<file path="src/rtl/fib_pkg.sv">
// Shared types and ALU opcodes for the Fibonacci sequencer.
// The opcode constants are shared with the external ALU.
package fib_pkg;

    typedef enum logic [1:0] {
        IDLE = 2'd0,
        LOAD = 2'd1,
        STEP = 2'd2,
        DONE = 2'd3
    } fib_state_t;

    localparam logic [3:0] ALU_NOP = 4'b0000;
    localparam logic [3:0] ALU_ADD = 4'b0011;

endpackage

</file>
<file path="src/rtl/fib_alu_sequencer.sv">
// Drives an external combinational ALU to compute F(n), one add per clock,
// and returns the result on a valid/ready port.
// Ports: clk, rst (sync, active-high), start/n request, busy,
//        alu_mode/alu_a/alu_b to the ALU, alu_s from the ALU,
//        res/res_valid/res_ready result handshake,
//        ovf (only when FIB_OVF_EN is defined; result saturates).
module fib_alu_sequencer
    import fib_pkg::*;
#(
    parameter int W  = 8,
    parameter int NW = 5
) (
    input  logic          clk,
    input  logic          rst,
    input  logic          start,
    input  logic [NW-1:0] n,
    output logic          busy,
    output logic [3:0]    alu_mode,
    output logic [W-1:0]  alu_a,
    output logic [W-1:0]  alu_b,
    input  logic [W-1:0]  alu_s,
    output logic [W-1:0]  res,
    output logic          res_valid,
`ifdef FIB_OVF_EN
    output logic          ovf,
`endif
    input  logic          res_ready
);

    fib_state_t    state_q, state_d;
    logic [W-1:0]  a_q, a_d;
    logic [W-1:0]  b_q, b_d;
    logic [NW-1:0] cnt_q, cnt_d;
    logic [W-1:0]  res_q, res_d;
    logic          res_valid_q, res_valid_d;
`ifdef FIB_OVF_EN
    logic          a_ovf_q, a_ovf_d;
    logic          b_ovf_q, b_ovf_d;
    logic          ovf_q, ovf_d;
`endif

    always_comb begin
        state_d     = state_q;
        a_d         = a_q;
        b_d         = b_q;
        cnt_d       = cnt_q;
        res_d       = res_q;
        res_valid_d = res_valid_q;
        alu_mode    = ALU_NOP;
`ifdef FIB_OVF_EN
        a_ovf_d     = a_ovf_q;
        b_ovf_d     = b_ovf_q;
        ovf_d       = ovf_q;
`endif
        unique case (state_q)
            IDLE: begin
                if (start) begin
                    cnt_d   = n;
                    state_d = LOAD;
                end
            end
            LOAD: begin
                a_d     = '0;
                b_d     = W'(1);
`ifdef FIB_OVF_EN
                a_ovf_d = 1'b0;
                b_ovf_d = 1'b0;
`endif
                state_d = STEP;
            end
            STEP: begin
                if (cnt_q != '0) begin
                    alu_mode = ALU_ADD;
                    a_d      = b_q;
                    b_d      = alu_s;
                    cnt_d    = cnt_q - NW'(1);
`ifdef FIB_OVF_EN
                    // a sum smaller than an addend means the add carried out
                    b_ovf_d  = b_ovf_q | a_ovf_q | (alu_s < alu_b);
                    a_ovf_d  = b_ovf_q;
`endif
                end else begin
`ifdef FIB_OVF_EN
                    res_d    = a_ovf_q ? {W{1'b1}} : a_q;
                    ovf_d    = a_ovf_q;
`else
                    res_d    = a_q;
`endif
                    res_valid_d = 1'b1;
                    state_d     = DONE;
                end
            end
            DONE: begin
                if (res_valid_q && res_ready) begin
                    res_valid_d = 1'b0;
`ifdef FIB_OVF_EN
                    ovf_d       = 1'b0;
`endif
                    state_d     = IDLE;
                end
            end
            default: state_d = IDLE;
        endcase
    end

    always_ff @(posedge clk) begin
        if (rst) begin
            state_q     <= IDLE;
            a_q         <= '0;
            b_q         <= '0;
            cnt_q       <= '0;
            res_q       <= '0;
            res_valid_q <= 1'b0;
`ifdef FIB_OVF_EN
            a_ovf_q     <= 1'b0;
            b_ovf_q     <= 1'b0;
            ovf_q       <= 1'b0;
`endif
        end else begin
            state_q     <= state_d;
            a_q         <= a_d;
            b_q         <= b_d;
            cnt_q       <= cnt_d;
            res_q       <= res_d;
            res_valid_q <= res_valid_d;
`ifdef FIB_OVF_EN
            a_ovf_q     <= a_ovf_d;
            b_ovf_q     <= b_ovf_d;
            ovf_q       <= ovf_d;
`endif
        end
    end

    assign busy      = (state_q != IDLE);
    assign alu_a     = a_q;
    assign alu_b     = b_q;
    assign res       = res_q;
    assign res_valid = res_valid_q;
`ifdef FIB_OVF_EN
    assign ovf       = ovf_q;
`endif

endmodule

</file>
<file path="config.mk">
export PLATFORM = sky130hd
export DESIGN_NAME = fib_alu_sequencer
export DESIGN_NICKNAME = d
export VERILOG_FILES = /design/src/rtl/fib_pkg.sv /design/src/rtl/fib_alu_sequencer.sv
export SDC_FILE = /design/constraint.sdc
export NUM_CORES = 1
export LEC_CHECK = 0
export ABC_AREA = 1
export ABC_CLOCK_PERIOD_IN_PS = 1700
export BUFFER_PORTS_ARGS = -buffer_cell sky130_fd_sc_hd__buf_4
export CAP_MARGIN = 20
export CORE_MARGIN = 3
export CORE_UTILIZATION = 48
export DETAILED_ROUTE_END_ITERATION = 10
export GPL_TIMING_DRIVEN = 0
export PLACE_DENSITY = 0.86
export SYNTH_ARGS = -nofsm -noshare
export SYNTH_HDL_FRONTEND = slang
export SYNTH_SLANG_ARGS = --single-unit
</file>
<file path="constraint.sdc">
create_clock -name clk -period 1.7 [get_ports clk]
set_input_delay 0.255 -clock clk [delete_from_list [all_inputs] [get_ports clk]]
set_output_delay 0.255 -clock clk [all_outputs]
set_load 0.05 [all_outputs]
</file>
=== Word level (Yosys, flattened, before mapping) ===
Index checks and enable logic that the tools add are counted.

* Flip-flop bits (word level): 32
* Logic and storage cells: 43

* $add $sub $neg: 1
* Eq/ne operators: 7
* Muxes and demuxes: 16
* Bitwise logic cells: 1
* Reduce and logical (&&, ||, !) cells: 12

{| class="wikitable"
|+ Operators with widths
! cell !! number
|-
| case mux 8 bit (2 select lines) || 2
|-
| 2-to-1 mux 8 bit || 2
|-
| 2-to-1 mux 2 bit || 5
|-
| 2-to-1 mux 5 bit || 2
|-
| case mux 5 bit (2 select lines) || 1
|-
| AND reduction 3 bit || 3
|-
| != test 2 bit, second input constant || 4
|-
| case mux 2 bit (4 select lines) || 1
|-
| nonzero test 2 bit || 4
|-
| nonzero test 5 bit || 1
|-
| subtractor 5 x 1 -> 5 bit, second input constant || 1
|-
| == test 2 bit, second input constant || 2
|-
| AND reduction 2 bit || 2
|-
| == test 2 x 1 -> 1 bit, second input constant || 1
|-
| logical NOT 2 bit || 1
|-
| 2-to-1 mux 1 bit || 2
|-
| case mux 1 bit (2 select lines) || 1
|-
| logical AND 1 bit || 1
|-
| NOT 1 bit || 1
|}

=== Logic depth before layout (Yosys ltp) ===
* Depth in word-level cells: 3
* Depth in mapped cells: 9

=== Least setup slack after synthesis ===
Ideal clock, no wire load.

* Path type: register to output
* Start point: register state_q[0]
* End point: output alu_mode[1]
* Arrival time: 1.384 ns
* Path slack: 0.061 ns
* Cell stages (with the launch flop): 7
* Path through: dfxtp_1 -> inv_1 -> ha_1 -> nand2_2 -> inv_2 -> buf_4 -> buf_4

* Cells in the longest elaborated chain, start to end: 2

{| class="wikitable"
|+ RTL lines
! element !! line !! text
|-
| start: declaration || fib_alu_sequencer.sv:30 || <nowiki>fib_state_t state_q, state_d;</nowiki>
|-
| start signal: assignment || fib_alu_sequencer.sv:120 || <nowiki>state_q <= state_d;</nowiki>
|-
| == test 2 bit || fib_alu_sequencer.sv:55 || <nowiki>unique case (state_q)</nowiki>
|-
| 2-to-1 mux 2 bit || fib_alu_sequencer.sv:55 ||
|-
| end: declaration || fib_alu_sequencer.sv:18 || <nowiki>output logic [3:0] alu_mode,</nowiki>
|}

No other way between the ends.

=== Worst setup path in the final report ===
* Start point: register cnt_q[1]
* End point: output alu_mode[0]

* Cells in the longest elaborated chain, start to end: 3

{| class="wikitable"
|+ RTL lines
! element !! line !! text
|-
| start: declaration || fib_alu_sequencer.sv:33 || <nowiki>logic [NW-1:0] cnt_q, cnt_d;</nowiki>
|-
| start signal: assignment || fib_alu_sequencer.sv:123 || <nowiki>cnt_q <= cnt_d;</nowiki>
|-
| nonzero test 5 bit || fib_alu_sequencer.sv:72 || <nowiki>if (cnt_q != '0) begin</nowiki>
|-
| 2-to-1 mux 2 bit || fib_alu_sequencer.sv:72 ||
|-
| 2-to-1 mux 2 bit || fib_alu_sequencer.sv:55 ||
|}

No other way between the ends.

==> flow_metrics.py <==
metrics = {
    "run_status": {
        "outcome": "completed",
    },
    "worst_setup_path": {
        "cp.arrival_ns": 1.40,
        "cp_max_fo": 3,
        "critPathKind": "reg -> out",
        "required_ns": 1.44,
        "end_kind": "output port",
        "cp-start-kind": "flop",
    },
    "cts": {
        "cts_tree": "built",
        "clkLatencyLatePin_ns": 0.35,
        "cts-root-buf": "clkbuf_4",
        "cts_num_sinks": 32,
        "cts_buffers": 5,
        "h-tree-depth": 2,
        "cts_buffer_depth": 2,
        "holdBufCountCts": 0,
        "clk_transition_reported_paths_ns": 0.11,
    },
    "synth": {
        "ys_ff_latch": 32,
        "yosysSeqAreaShare_pct": 44.7,
        "synth_area_per_cell_um2": 7.54,
        "ys_warn_count": 0,
        "synth.distinct_cells": 26,
        "synth_area_mm2": 0.00143,
        "netlist_instances": 190,
    },
    "cells_and_area": {
        "area_delta_synth_final_pct": 39.7,
        "antenna_cells": 0,
        "fillCellCount": 252,
        "seq_area_um2": 644,
        "multi_input_area_um2": 669,
        "finalNonFillerCells": 282,
        "fin_nets": 272,
        "drive_above_1_share_pct": 34.3,
    },
    "global_routing": {
        "grt_use_total_pct": 21.1,
        "grt_max_degree": 12,
        "grt_remaining_overflow": 0,
        "grt_pass1_vias": 1268,
        "grt_antenna_before_repair": 0,
        "grt_pass1_wl_um": 5640,
    },
    "placement": {
        "dp_hpwl_um": 2380,
        "pre_cts_slack_ns": -0.128,
        "gp_congestion": 0.741,
        "dp.cells": 266,
        "io_buffers": 44,
    },
    "route": {
        "ant_nets": 0,
        "vias_per_cell": 4.99,
        "drt-pass1-iter-count": 4,
        "initialDrtViolationCount": 66,
        "wl_per_cell_um": 12.1,
        "wirelength_um": 3410,
        "drc": 0,
        "num_vias": 1407,
    },
    "run": {
        "drv_cap": 0,
    },
    "power_and_ir_drop": {
        "p_int_mw": 1.99,
        "comb_power_share_pct": 54.8,
        "leakagePower_nw": 0.914,
        "pwr-share-seq_pct": 29.3,
        "clkPwrFrac_pct": 15.9,
        "power_switching_mw": 1.69,
        "powerDensity_mw_per_mm2": 1840,
        "ir_drop_mv": 0.931,
        "netSwitchingFraction_pct": 45.9,
    },
    "sta": {
        "layout_worst_path_cycle_share_pct": 97.5,
        "final_max_slew_viol_count": 0,
        "fin_crit_ns": 1.66,
        "final-hold-violation-count": 0,
        "max_freq_mhz": 603,
        "setup_ws_ns": 0.0427,
        "setup_violations": 0,
        "fin_worst_skew_ns": 0.0104,
    },
    "floorplan": {
        "die_area_mm2": 0.00368,
        "coreArea_mm2": 0.00281,
        "start_util_pct": 51.1,
        "die_h_um": 60.6,
        "rows": 19,
        "pin_count": 47,
        "die_w_um": 60.6,
    },
    "worst_hold_path": {
        "hold_path.class": "in -> reg",
    },
}
## synthesized netlist by cell type
cell type | n | area share [%]
ha_1 | 5 | 4.4
nand4_2 | 1 | 0.87
a21oi_2 | 1 | 0.61
buf_6 | 2 | 1.6
nor2_4 | 1 | 0.79
o21ai_0 | 14 | 4.9
dfxtp_1 | 32 | 45
nor2_2 | 1 | 0.44
conb_1 | 1 | 0.26
nand2_2 | 1 | 0.44
inv_1 | 20 | 5.2
and3_1 | 1 | 0.44
nand2_1 | 47 | 12
nand2_4 | 1 | 0.79
a21oi_1 | 29 | 10
inv_2 | 2 | 0.52
nand3_1 | 5 | 1.7
buf_1 | 1 | 0.26
buf_8 | 1 | 1.0
o21ai_2 | 1 | 0.61
buf_4 | 4 | 2.1
nor2_1 | 14 | 3.7
clkbuf_1 | 2 | 0.52
or2_2 | 1 | 0.44
nand3b_1 | 1 | 0.52
nor3_2 | 1 | 0.70
## flip-flops by register name, summed over array words and instances (netlist names)
signal / flops
alu_a: 8
state_q: 2
cnt_q: 5
res_valid: 1
alu_b: 8
res: 8
## area by class of cell
cell class,count,area share (%)
plain buffers,9,3.75
flip-flops and latches,32,32.2
well taps,31,1.94
repair buffers,53,20.4
multi-input cells,127,33.4
clock buffers,5,1.88
clock inverters,3,2.13
inverters,22,4.25
## cell usage in the layout, fill, tap and decap left out
cell type,netlist,layout
buf_8,1,2
nor2_2,1,1
nand2_1,47,47
o21ai_0,14,14
nand3b_1,1,1
ha_4,0,2
nor2_4,1,1
conb_1,1,2
clkbuf_1,2,2
and3_1,1,1
inv_1,20,18
clkinvlp_4,0,1
nand2_4,1,2
o21ai_2,1,1
a21oi_1,29,29
nor3_2,1,1
ha_1,5,3
clkinv_2,0,1
a21oi_2,1,1
buf_4,4,53
nand3_1,5,4
buf_1,1,1
bufinv_16,0,1
nand4_2,1,1
clkbuf_4,0,5
inv_4,0,1
or2_2,1,1
nor2_1,14,14
buf_6,2,4
dfxtp_2,0,3
nand3_2,0,1
dfxtp_1,32,29
inv_2,2,3
## cell families (layout without fill, tap and decap cells)
kind of cell	Yosys count	count (layout)	synth area share, %
buf+inv	32	92	11.3
compound gates	45	45	16.2
fa+ha+maj	5	5	4.37
simple gates	75	75	23.1
flops	32	32	44.7
other cells	1	2	0.262
## critical path: stages (launching register included)
cell	delay (ns)
dfxtp_2	0.34
inv_2	0.07
ha_4	0.15
nand3_2	0.10
nand2_4	0.10
inv_4	0.04
buf_6	0.12
buf_6	0.14
## routing by layer
metal	track usage (%)	wire length, um
met5	0	0
met2	33.1	1670
met4	12.1	92
met1	26.2	1460
met3	5.11	186
## path summary, 6_finish.rpt
kind | to | startpoint | cells past startpoint | slack (ns)
max | alu_mode[0] | cnt_q[1]$_SDFFE_PP0P_ | 7 | 0.04
min | alu_b[7]$_SDFFE_PP0P_ | alu_s[7] | 3 | 0.16
max reg2reg | alu_a[3]$_SDFFE_PP0P_ | state_q[0]$_SDFFE_PP0P_ | 7 | 0.14
min reg2reg | res[3]$_SDFFE_PP0P_ | res[3]$_SDFFE_PP0P_ | 2 | 0.45
## repair_timing
item                       4_1_cts  5_1_grt
pin swaps                        3        1
resized for setup               14        2
setup buffers                    8        1
setup endpoints to repair        2        2
## stage by stage
step | total power, mW | TNS [ns] | cell area, um^2 | hold slack (ns) | utilization, %
4_1_cts | 3.63 | 0 | 1990 | 0.140 | 70.8
3_3_place_gp | 2.81 | -0.119 | 1810 | 0.434 | 64.4
2_1_floorplan | 2.42 | 0 | 1440 | 0.402 | -
3_5_place_dp | 2.85 | -0.172 | 1810 | 0.438 | 64.4
6_report | 3.68 | 0 | 2000 | 0.155 | 71.4
5_1_grt | 3.95 | -0.0219 | 2000 | 0.134 | 71.4
## power groups by stage
stage | Clock (mW) | Combinational (mW) | Sequential, mW
6_report | 0.586 | 2.02 | 1.08
5_1_grt | 0.637 | 2.21 | 1.11
4_1_cts | 0.599 | 1.96 | 1.08
3_5_place_dp | 0 | 1.77 | 1.08
3_3_place_gp | 0 | 1.74 | 1.07
2_1_floorplan | 0 | 0.965 | 1.45
Note: power is estimated with default switching activity, not from simulation.
